## src/rtl/csa_dot_accum.sv

```systemverilog
// csa_dot_accum: carry-save dot-product accumulator with a segmented multi-cycle resolve adder
module csa_dot_accum #(
  parameter int IN_W  = 18,
  parameter int ACC_W = 32,
  parameter int SEG_W = 8
) (
  input  logic             clk,
  input  logic             rst,
  input  logic             in_valid,
  output logic             in_ready,
  input  logic [IN_W-1:0]  in_s,
  input  logic [IN_W-1:0]  in_c,
  input  logic             in_last,
  output logic             out_valid,
  input  logic             out_ready,
  output logic [ACC_W-1:0] out_sum
);
  localparam int NSEG = ACC_W / SEG_W;
  localparam int SB = NSEG > 1 ? $clog2(NSEG) : 1;
  typedef enum logic [1:0] {ACC, RESOLVE, DONE} state_t;
  state_t state_q, state_d;
  logic [ACC_W-1:0] acc_s_q, acc_s_d, acc_c_q, acc_c_d, res_q, res_d, sum_q, sum_d;
  logic [ACC_W-1:0] s, c, x, y;
  logic [SB-1:0] seg_q, seg_d;
  logic cy_q, cy_d;
  logic [SEG_W:0] seg_sum;
  assign in_ready = state_q == ACC;
  assign out_valid = state_q == DONE;
  assign out_sum = sum_q;
  always_comb begin
    s = ACC_W'(in_s);
    c = ACC_W'(in_c);
    x = acc_s_q ^ acc_c_q ^ s;
    y = ((acc_s_q & acc_c_q) | (acc_s_q & s) | (acc_c_q & s)) << 1;
    seg_sum = {1'b0, acc_s_q[seg_q*SEG_W +: SEG_W]} + {1'b0, acc_c_q[seg_q*SEG_W +: SEG_W]} + {{SEG_W{1'b0}}, cy_q};
    state_d = state_q;
    acc_s_d = acc_s_q;
    acc_c_d = acc_c_q;
    res_d = res_q;
    sum_d = sum_q;
    seg_d = seg_q;
    cy_d = cy_q;
    if (state_q == ACC && in_valid) begin
      acc_s_d = x ^ y ^ c;
      acc_c_d = ((x & y) | (x & c) | (y & c)) << 1;
      state_d = in_last ? RESOLVE : ACC;
      seg_d = in_last ? '0 : seg_q;
      cy_d = in_last ? 1'b0 : cy_q;
    end else if (state_q == RESOLVE) begin
      res_d[seg_q*SEG_W +: SEG_W] = seg_sum[SEG_W-1:0];
      cy_d = seg_sum[SEG_W];
      seg_d = seg_q + 1'b1;
      if (seg_q == SB'(NSEG - 1)) begin
        state_d = DONE;
        sum_d = res_d;
      end
    end else if (state_q == DONE && out_ready) begin
      acc_s_d = '0;
      acc_c_d = '0;
      seg_d = '0;
      cy_d = 1'b0;
      state_d = ACC;
    end
  end
  always_ff @(posedge clk) begin
    if (rst) begin
      state_q <= ACC;
      acc_s_q <= '0;
      acc_c_q <= '0;
      res_q <= '0;
      sum_q <= '0;
      seg_q <= '0;
      cy_q <= 1'b0;
    end else begin
      state_q <= state_d;
      acc_s_q <= acc_s_d;
      acc_c_q <= acc_c_d;
      res_q <= res_d;
      sum_q <= sum_d;
      seg_q <= seg_d;
      cy_q <= cy_d;
    end
  end
endmodule

```

## config.mk

```make
export PLATFORM = sky130hd
export DESIGN_NAME = csa_dot_accum
export DESIGN_NICKNAME = d
export VERILOG_FILES = /design/src/rtl/csa_dot_accum.sv
export SDC_FILE = /design/constraint.sdc
export NUM_CORES = 1
export LEC_CHECK = 0
export CAP_MARGIN = 20
export CORE_ASPECT_RATIO = 1.5
export CORE_UTILIZATION = 45
export CTS_CLUSTER_DIAMETER = 40
export CTS_CLUSTER_SIZE = 10
export DETAILED_ROUTE_END_ITERATION = 10
export MAX_ROUTING_LAYER = met4
export PLACE_DENSITY_LB_ADDON = 0.2
export SYNTH_ARGS = -nofsm -noshare
export SYNTH_HDL_FRONTEND = slang
export SYNTH_SLANG_ARGS = --single-unit
```

## constraint.sdc

```tcl
create_clock -name clk -period 4.3 [get_ports clk]
set_clock_uncertainty 0.05 [all_clocks]
set_input_delay 0.86 -clock clk [delete_from_list [all_inputs] [get_ports clk]]
set_output_delay 0.86 -clock clk [all_outputs]
set_load 0.01 [all_outputs]
```

==> flow_summary.rst, run 1 <==
.. list-table::
   :header-rows: 1

   * - Metric
     - Value
   * - Result of the run
     - finished, final reports clean
   * - Post-route DRC
     - 0
   * - Clock tree buffer depth
     - 2
   * - Setup bufs post-CTS
     - 0
   * - Num rows
     - 55
   * - Transition time at the pin with the least slew margin
     - ~0.94 ns
   * - Proportion of layout cells with a drive suffix above 1
     - 0.09961
   * - Worst path buffer plus inverter count
     - 1
   * - Total clock buffers created by CTS
     - 17
   * - Detail-routed net length per standard cell
     - slightly below 20 um
   * - Number of gates given a new drive strength after cts
     - 0
   * - Final RePlAce weighted congestion
     - 0.9389
   * - Layout net count
     - 868
   * - Cell Area, Synth
     - 0.006997 mm^2
   * - R2r startpoint
     - seg_q[0]
   * - Post-synthesis register bit count
     - roughly 130
   * - Most common cell after layout, fill and taps aside
     - sky130_fd_sc_hd__dfxtp_1
   * - Time the worst path needs with I/O delays and setup
     - 3.500 ns
   * - Warnings, synthesis
     - 0
   * - Fraction of post-synthesis cell area in the top cell type by area
     - 0.3777
   * - Post-Synthesis Cells
     - roughly 700
   * - Final-layout setup total negative slack
     - 0 ns
   * - Area of the core
     - around 0.015 mm^2
   * - Area grow syn2layout
     - 20.12%
   * - Max Fclk
     - approximately 0.29 GHz
   * - Via count of the routed design
     - approximately 5700
   * - Timing startpoint of the critical path
     - seg_q[0]
   * - Number of diodes added for antenna fixing
     - 0
   * - Delay of the slowest cell on the worst path
     - 0.66 ns
   * - Detailed Routing Iterations Pass 1
     - 5
   * - Vias in the first global route
     - a little under 6000
   * - Clock input transition at the sequential cells of the worst setup and hold paths
     - 0.06 ns
   * - GR Util All Layers
     - 0.2540
   * - Leakage power
     - around 3.2 nW
   * - Pwr per Cell Area
     - about 400 mW/mm^2
   * - Pin count of the biggest net entering global routing
     - 88
   * - Cell at the slowest stage of the critical path
     - sky130_fd_sc_hd__dfxtp_1
   * - Arrival time worst endpoint
     - ~3.8 ns
   * - Avg Synthesized Cell Area
     - 10.04 um^2
   * - Worst slew margin
     - 0.3729
   * - Crit Path Class
     - reg -> reg
   * - Overflow left after global routing
     - 0
   * - Number of clock sinks seen by CTS
     - 132
   * - Beginning of the worst hold path
     - res_q[20]
   * - Die area
     - approximately 0.016 mm^2
   * - Initial antenna violation count
     - 0
   * - Fill count
     - about 1400
   * - Initial Util
     - 0.4621
   * - Number of endpoints failing setup at the final stage
     - 0
   * - CP top delay family
     - compound AO/OA/AOI/OAI gates
   * - Synth Net Count
     - between 800 and 900
   * - Initial drt markers
     - between 300 and 400
   * - DP HPWL
     - roughly 14000 um
   * - Hold_buf cts
     - 0
   * - Worst hold slack
     - between 0.4 and 0.5 ns
   * - Drt via density
     - between 5 and 6
   * - H-tree depth
     - 4
   * - Number of flops mapped to enable cells by yosys
     - 0
   * - Critical path data required time
     - roughly 4.6 ns
   * - Final count of pins violating max slew
     - 0
   * - Main flop type after synthesis
     - sky130_fd_sc_hd__dfxtp_1
   * - Setup repair after global routing missed its margin
     - no
   * - Routed WL
     - roughly 19000 um
   * - Part of the cycle the worst path needs
     - 0.8140
   * - MaxCap Viol Count
     - 0
   * - Horizontal die dimension
     - approximately 100 um
   * - Final hold violation count
     - 0
   * - Main area contributors after synthesis
     - sky130_fd_sc_hd__dfxtp_1, sky130_fd_sc_hd__fa_1, sky130_fd_sc_hd__a22oi_1
   * - Die boundary height
     - approximately 150 um
   * - Wire length of the first global-routing pass
     - 30250 um
   * - Cell type with the largest total area after synthesis
     - sky130_fd_sc_hd__dfxtp_1
   * - Type of origin of the critical path
     - flip-flop
   * - Clock root cell
     - sky130_fd_sc_hd__clkbuf_16
   * - Proportion of synthesized chip area in sequential cells
     - 0.3777
   * - Clk_lat worst skew
     - about 0.44 ns
   * - CTS tree
     - built
   * - Endpoint kind of the worst setup timing path
     - flip-flop
   * - Most frequent cells in the layout
     - sky130_fd_sc_hd__dfxtp_1, sky130_fd_sc_hd__nor2_1, sky130_fd_sc_hd__clkdlybuf4s50_1
   * - Max rail drop VDD
     - 277.9 uV
   * - Series of cell instances along the critical path
     - buf_4 -> mux4_2 -> ha_1 -> a211oi_2 -> or2_0 -> o311ai_4 -> a31o_2
   * - Remaining antenna violation count after routing
     - 0
   * - Ys async rst share
     - 0
   * - Class of the worst hold path
     - reg -> reg
   * - # IOs
     - 75
   * - Largest driver fanout on the critical path
     - 15
   * - Total of buffers placed on input and output ports
     - 74
   * - Number of library cell types mapped by synthesis
     - 66
## worst paths after layout
| kind | to | slack, ns | cells after the start |
|---|---|---|---|
| max | out_sum[21] | 0.80 | 7 |
| min | res_q[20] | 0.41 | 2 |
| max reg2reg | out_sum[21] | 0.80 | 7 |
| min reg2reg | res_q[20] | 0.41 | 2 |
## where the power goes
| part | total (W) | internal (W) | switching (W) |
|---|---|---|---|
| Sequential | 0.00136 | 0.00128 | 0.0000773 |
| Combinational | 0.000620 | 0.000272 | 0.000348 |
| Clock | 0.00138 | 0.000823 | 0.000561 |
| Total | 0.00336 | 0.00238 | 0.000986 |
## synth_stat cells, drive strengths merged, types with 4 or more instances
library cell and instances:
clkbuf 17, ha 41, and3 4, fa 36
nand4 9, o21ai 11, nor2 121, a22oi 71
a211oi 19, nor2b 4, nand2 25, o221ai 6
a21o 5, buf 33, o311ai 6, a21oi 25
a32o 4, nor3 10, nand3 19, a32oi 7
o211ai 9, mux4 15, nand2b 5, dfxtp 132
inv 13, a221oi 6
## kinds of logic (layout without fill, tap and decap cells)
family	Yosys count	after routing	synth area share
AND/OR/NAND/NOR	222	222	0.1513
XOR/XNOR	2	2	0.002504
buffers and inverters	64	130	0.04095
multiplexers	17	17	0.05114
AO/OA/AOI/OAI	183	183	0.2001
flip-flops	132	132	0.3777
adder cells (fa/ha/maj)	77	77	0.1763
## per-stage QoR
step / std cells / total power (W) / area (um^2) / util / setup WS (ns)
after floorplan: 697 / 0.001799 / 6997 / - / 1.092
after global placement: 929 / 0.001979 / 7821 / 0.5166 / 0.9491
after detailed placement: 929 / 0.001996 / 7821 / 0.5166 / 0.8340
after CTS: 961 / 0.003375 / 8384 / 0.5538 / 0.8260
after global routing: 962 / 0.003520 / 8404 / 0.5551 / 0.5939
final: 962 / 0.003361 / 8404 / 0.5551 / 0.7997
## registers in the layout (all words and copies together) (netlist names)
signal,count
state_q,2
out_sum,32
res_q,32
acc_s_q,32
seg_q,2
acc_c_q,31
cy_q,1
## area by class of cell
| cell class | count | area, um^2 | share of cell area |
|---|---|---|---|
| Sequential cell | 132 | 2643 | 0.3144 |
| Timing Repair Buffer | 84 | 825.8 | 0.09826 |
| Inverter | 14 | 52.55 | 0.006253 |
| Clock buffer | 20 | 456.7 | 0.05434 |
| Clock inverter | 12 | 106.4 | 0.01265 |
| Multi-Input combinational cell | 501 | 4071 | 0.4844 |
| Tap cell | 199 | 249.0 | 0.02963 |
## worst min-delay path, stage by stage, from the launching register on
cell                      delay, ns
sky130_fd_sc_hd__dfxtp_1       0.31
sky130_fd_sc_hd__nand2_1       0.05
sky130_fd_sc_hd__a21oi_1       0.05
## layer usage
metal,vias up,wire [um],GRT usage
li1,2688,-,-
met1,2838,6935,0.2534
met2,156,10340,0.4546
met3,58,754,0.04846
met4,0,1020,0.1571
met5,-,0,-
Power figures use the tool's default switching activity.
==> run 2, diff against run 1 <==
==> constraint.sdc (replaced) <==
create_clock -name clk -period 3 [get_ports clk]
set_clock_uncertainty 0.05 [all_clocks]
set_input_delay 0.6 -clock clk [delete_from_list [all_inputs] [get_ports clk]]
set_output_delay 0.6 -clock clk [all_outputs]
set_load 0.01 [all_outputs]
==> run 2 against run 1 <==
Via count decreased by 0.19%; die area unchanged; final cell count rose by 1.1%; sequential power up 43%; power rose by 44%; non-clock buffer count grew 11; routed wire length down 1.2%; largest power group unchanged; highest routed layer unchanged.
==> flow_summary.rst, run 2 (synthesized netlist as in run 1, its figures left out) <==
.. list-table::
   :header-rows: 1

   * - Metric
     - Value
   * - Result of the run
     - finished, final reports clean
   * - Vias in the first global route
     - ~6000
   * - GR Util All Layers
     - 0.2539
   * - Setup repair after global routing missed its margin
     - no
   * - Clk_lat worst skew
     - around 0.42 ns
   * - Post-route DRC
     - 0
   * - Largest driver fanout on the critical path
     - 8
   * - Series of cell instances along the critical path
     - mux4_2 -> fa_1 -> inv_1 -> fa_1 -> nand2b_1 -> a21o_1 -> a311oi_4 -> buf_4 -> o311ai_1
   * - Cell at the slowest stage of the critical path
     - sky130_fd_sc_hd__mux4_2
   * - Most frequent cell on the critical path
     - sky130_fd_sc_hd__fa_1
   * - Setup slack after placement
     - a little over 0.05 ns
   * - Leakage power
     - around 3.2 nW
   * - Die area
     - ~0.016 mm^2
   * - H-tree depth
     - 4
   * - Wire length of the first global-routing pass
     - roughly 31000 um
   * - Overflow left after global routing
     - 0
   * - Delay of the slowest cell on the worst path
     - between 0.5 and 0.6 ns
   * - Final count of pins violating max slew
     - 0
   * - Detail-routed net length per standard cell
     - approximately 19 um
   * - Area of the core
     - around 0.015 mm^2
   * - Final WS setup
     - 0.1619 ns
   * - Number of diodes added for antenna fixing
     - 0
   * - Class of the worst hold path
     - reg -> reg
   * - Max rail drop VDD
     - 312.3 uV
   * - Total clock buffers created by CTS
     - 17
   * - Number of clock sinks seen by CTS
     - about 130
   * - Horizontal die dimension
     - slightly above 100 um
   * - Hold_buf cts
     - 0
   * - Most frequent cells in the layout
     - sky130_fd_sc_hd__dfxtp_1, sky130_fd_sc_hd__nor2_1, sky130_fd_sc_hd__clkdlybuf4s50_1
   * - Initial Util
     - 0.4621
   * - MaxCap Viol Count
     - 0
   * - Drt via density
     - roughly 6
   * - Area grow syn2layout
     - 21.49%
   * - # IOs
     - 75
   * - Initial drt markers
     - ~360
   * - Total of buffers placed on input and output ports
     - 74
   * - Number of endpoints failing setup at the final stage
     - 0
   * - Max Fclk
     - 0.3523 GHz
   * - Arrival time worst endpoint
     - about 3.1 ns
   * - Crit Path Class
     - reg -> reg
   * - Clock root cell
     - sky130_fd_sc_hd__clkbuf_16
   * - Time the worst path needs with I/O delays and setup
     - 2.838 ns
   * - Pwr per Cell Area
     - ~570 mW/mm^2
   * - Final hold violation count
     - 0
   * - Pin count of the biggest net entering global routing
     - 64
   * - Part of the cycle the worst path needs
     - 0.9460
   * - Final-layout setup total negative slack
     - 0 ns
   * - Clock tree buffer depth
     - 2
   * - Endpoint kind of the worst setup timing path
     - flip-flop
   * - Final RePlAce weighted congestion
     - 0.9006
   * - Proportion of layout cells with a drive suffix above 1
     - 0.1137
   * - Most common cell after layout, fill and taps aside
     - sky130_fd_sc_hd__dfxtp_1
   * - Via count of the routed design
     - 5729
   * - DP HPWL
     - around 14000 um
   * - Detailed Routing Iterations Pass 1
     - 9
   * - Initial antenna violation count
     - 0
   * - Die boundary height
     - roughly 150 um
   * - Worst slew margin
     - 0.5573
   * - Num rows
     - 55
   * - Type of origin of the critical path
     - flip-flop
   * - Remaining antenna violation count after routing
     - 0
   * - Routed WL
     - about 19000 um
   * - Critical path data required time
     - 3.27 ns
   * - Clock input transition at the sequential cells of the worst setup and hold paths
     - 0.06 ns
   * - CTS tree
     - built
   * - Final total power
     - 0.004835 W
   * - Transition time at the pin with the least slew margin
     - 0.6616 ns
   * - Layout net count
     - a little under 900
-- run 2: what timing repair did --
item | CTS | global route
hold endpoints to repair | 0 | 0
resized for setup | 0 | 4
buffers inserted | 0 | 1
setup endpoints to repair | 0 | 26
-- run 2: metrics by stage --
stage	cells	hold slack (ns)	utilization	instance area (um^2)
floorplan	697	0.3747	-	7003
global placement	940	0.3852	0.5227	7914
detailed placement	940	0.3939	0.5227	7914
CTS	972	0.4019	0.5596	8472
global route	973	0.4426	0.5615	8501
finish	973	0.4024	0.5615	8501
-- run 2: path summary, 6_finish.rpt --
kind / start / slack [ns] / depth (start not counted) / to
worst max-delay path: seg_q[0] / 0.16 / 9 / out_sum[30]
worst min-delay path: res_q[20] / 0.40 / 2 / res_q[20]
worst max register to register: seg_q[0] / 0.16 / 9 / out_sum[30]
worst min register to register: res_q[20] / 0.40 / 2 / res_q[20]
-- run 2: critical path: cells and delay by family (launching register included) --
kind / cells / cell delay [ns]
adders and majority gates: 2 / 0.65
muxes: 1 / 0.54
and+or+nand+nor: 1 / 0.23
DFF: 1 / 0.39
buffers and inverters: 2 / 0.27
AOI/OAI and AO/OA: 3 / 0.62
-- run 2: area by class of cell --
cell class                      count  area, um^2
Multi-Input combinational cell    501        4085
Sequential cell                   132        2644
Clock buffer                       18       429.2
Inverter                           14       52.55
Timing Repair Buffer               95       912.1
Tap cell                          199       249.0
Clock inverter                     14       128.9
Fill cell                        1346        6639
-- run 2: per-layer routing --
metal  vias to the layer above  share of wire  GRT usage  routed length, um
met3                        50          0.036    0.03708                669
met2                       160           0.55     0.4622              10340
met5                         -              0          -                  0
met4                         0          0.049     0.1490                927
met1                      2799           0.37     0.2573               6897
li1                       2720              -          -                  -
-- run 2: power by group --
group	switching, W	leakage [nW]	total, W	internal, W
logic	0.000512	1.90	0.000928	0.000416
clock network	0.000819	0.267	0.00196	0.00115
registers	0.000108	1.07	0.00194	0.00183
==> run 3, diff against run 2 <==
--- a/config.mk
+++ b/config.mk
@@ -9,7 +9,7 @@
 export CORE_ASPECT_RATIO = 1.5
 export CORE_UTILIZATION = 45
 export CTS_CLUSTER_DIAMETER = 40
-export CTS_CLUSTER_SIZE = 10
+export CTS_CLUSTER_SIZE = 28
 export DETAILED_ROUTE_END_ITERATION = 10
 export MAX_ROUTING_LAYER = met4
 export PLACE_DENSITY_LB_ADDON = 0.2
==> results of run 3 <==
The final DEF is identical to that of run 2; final timing and power are the same.
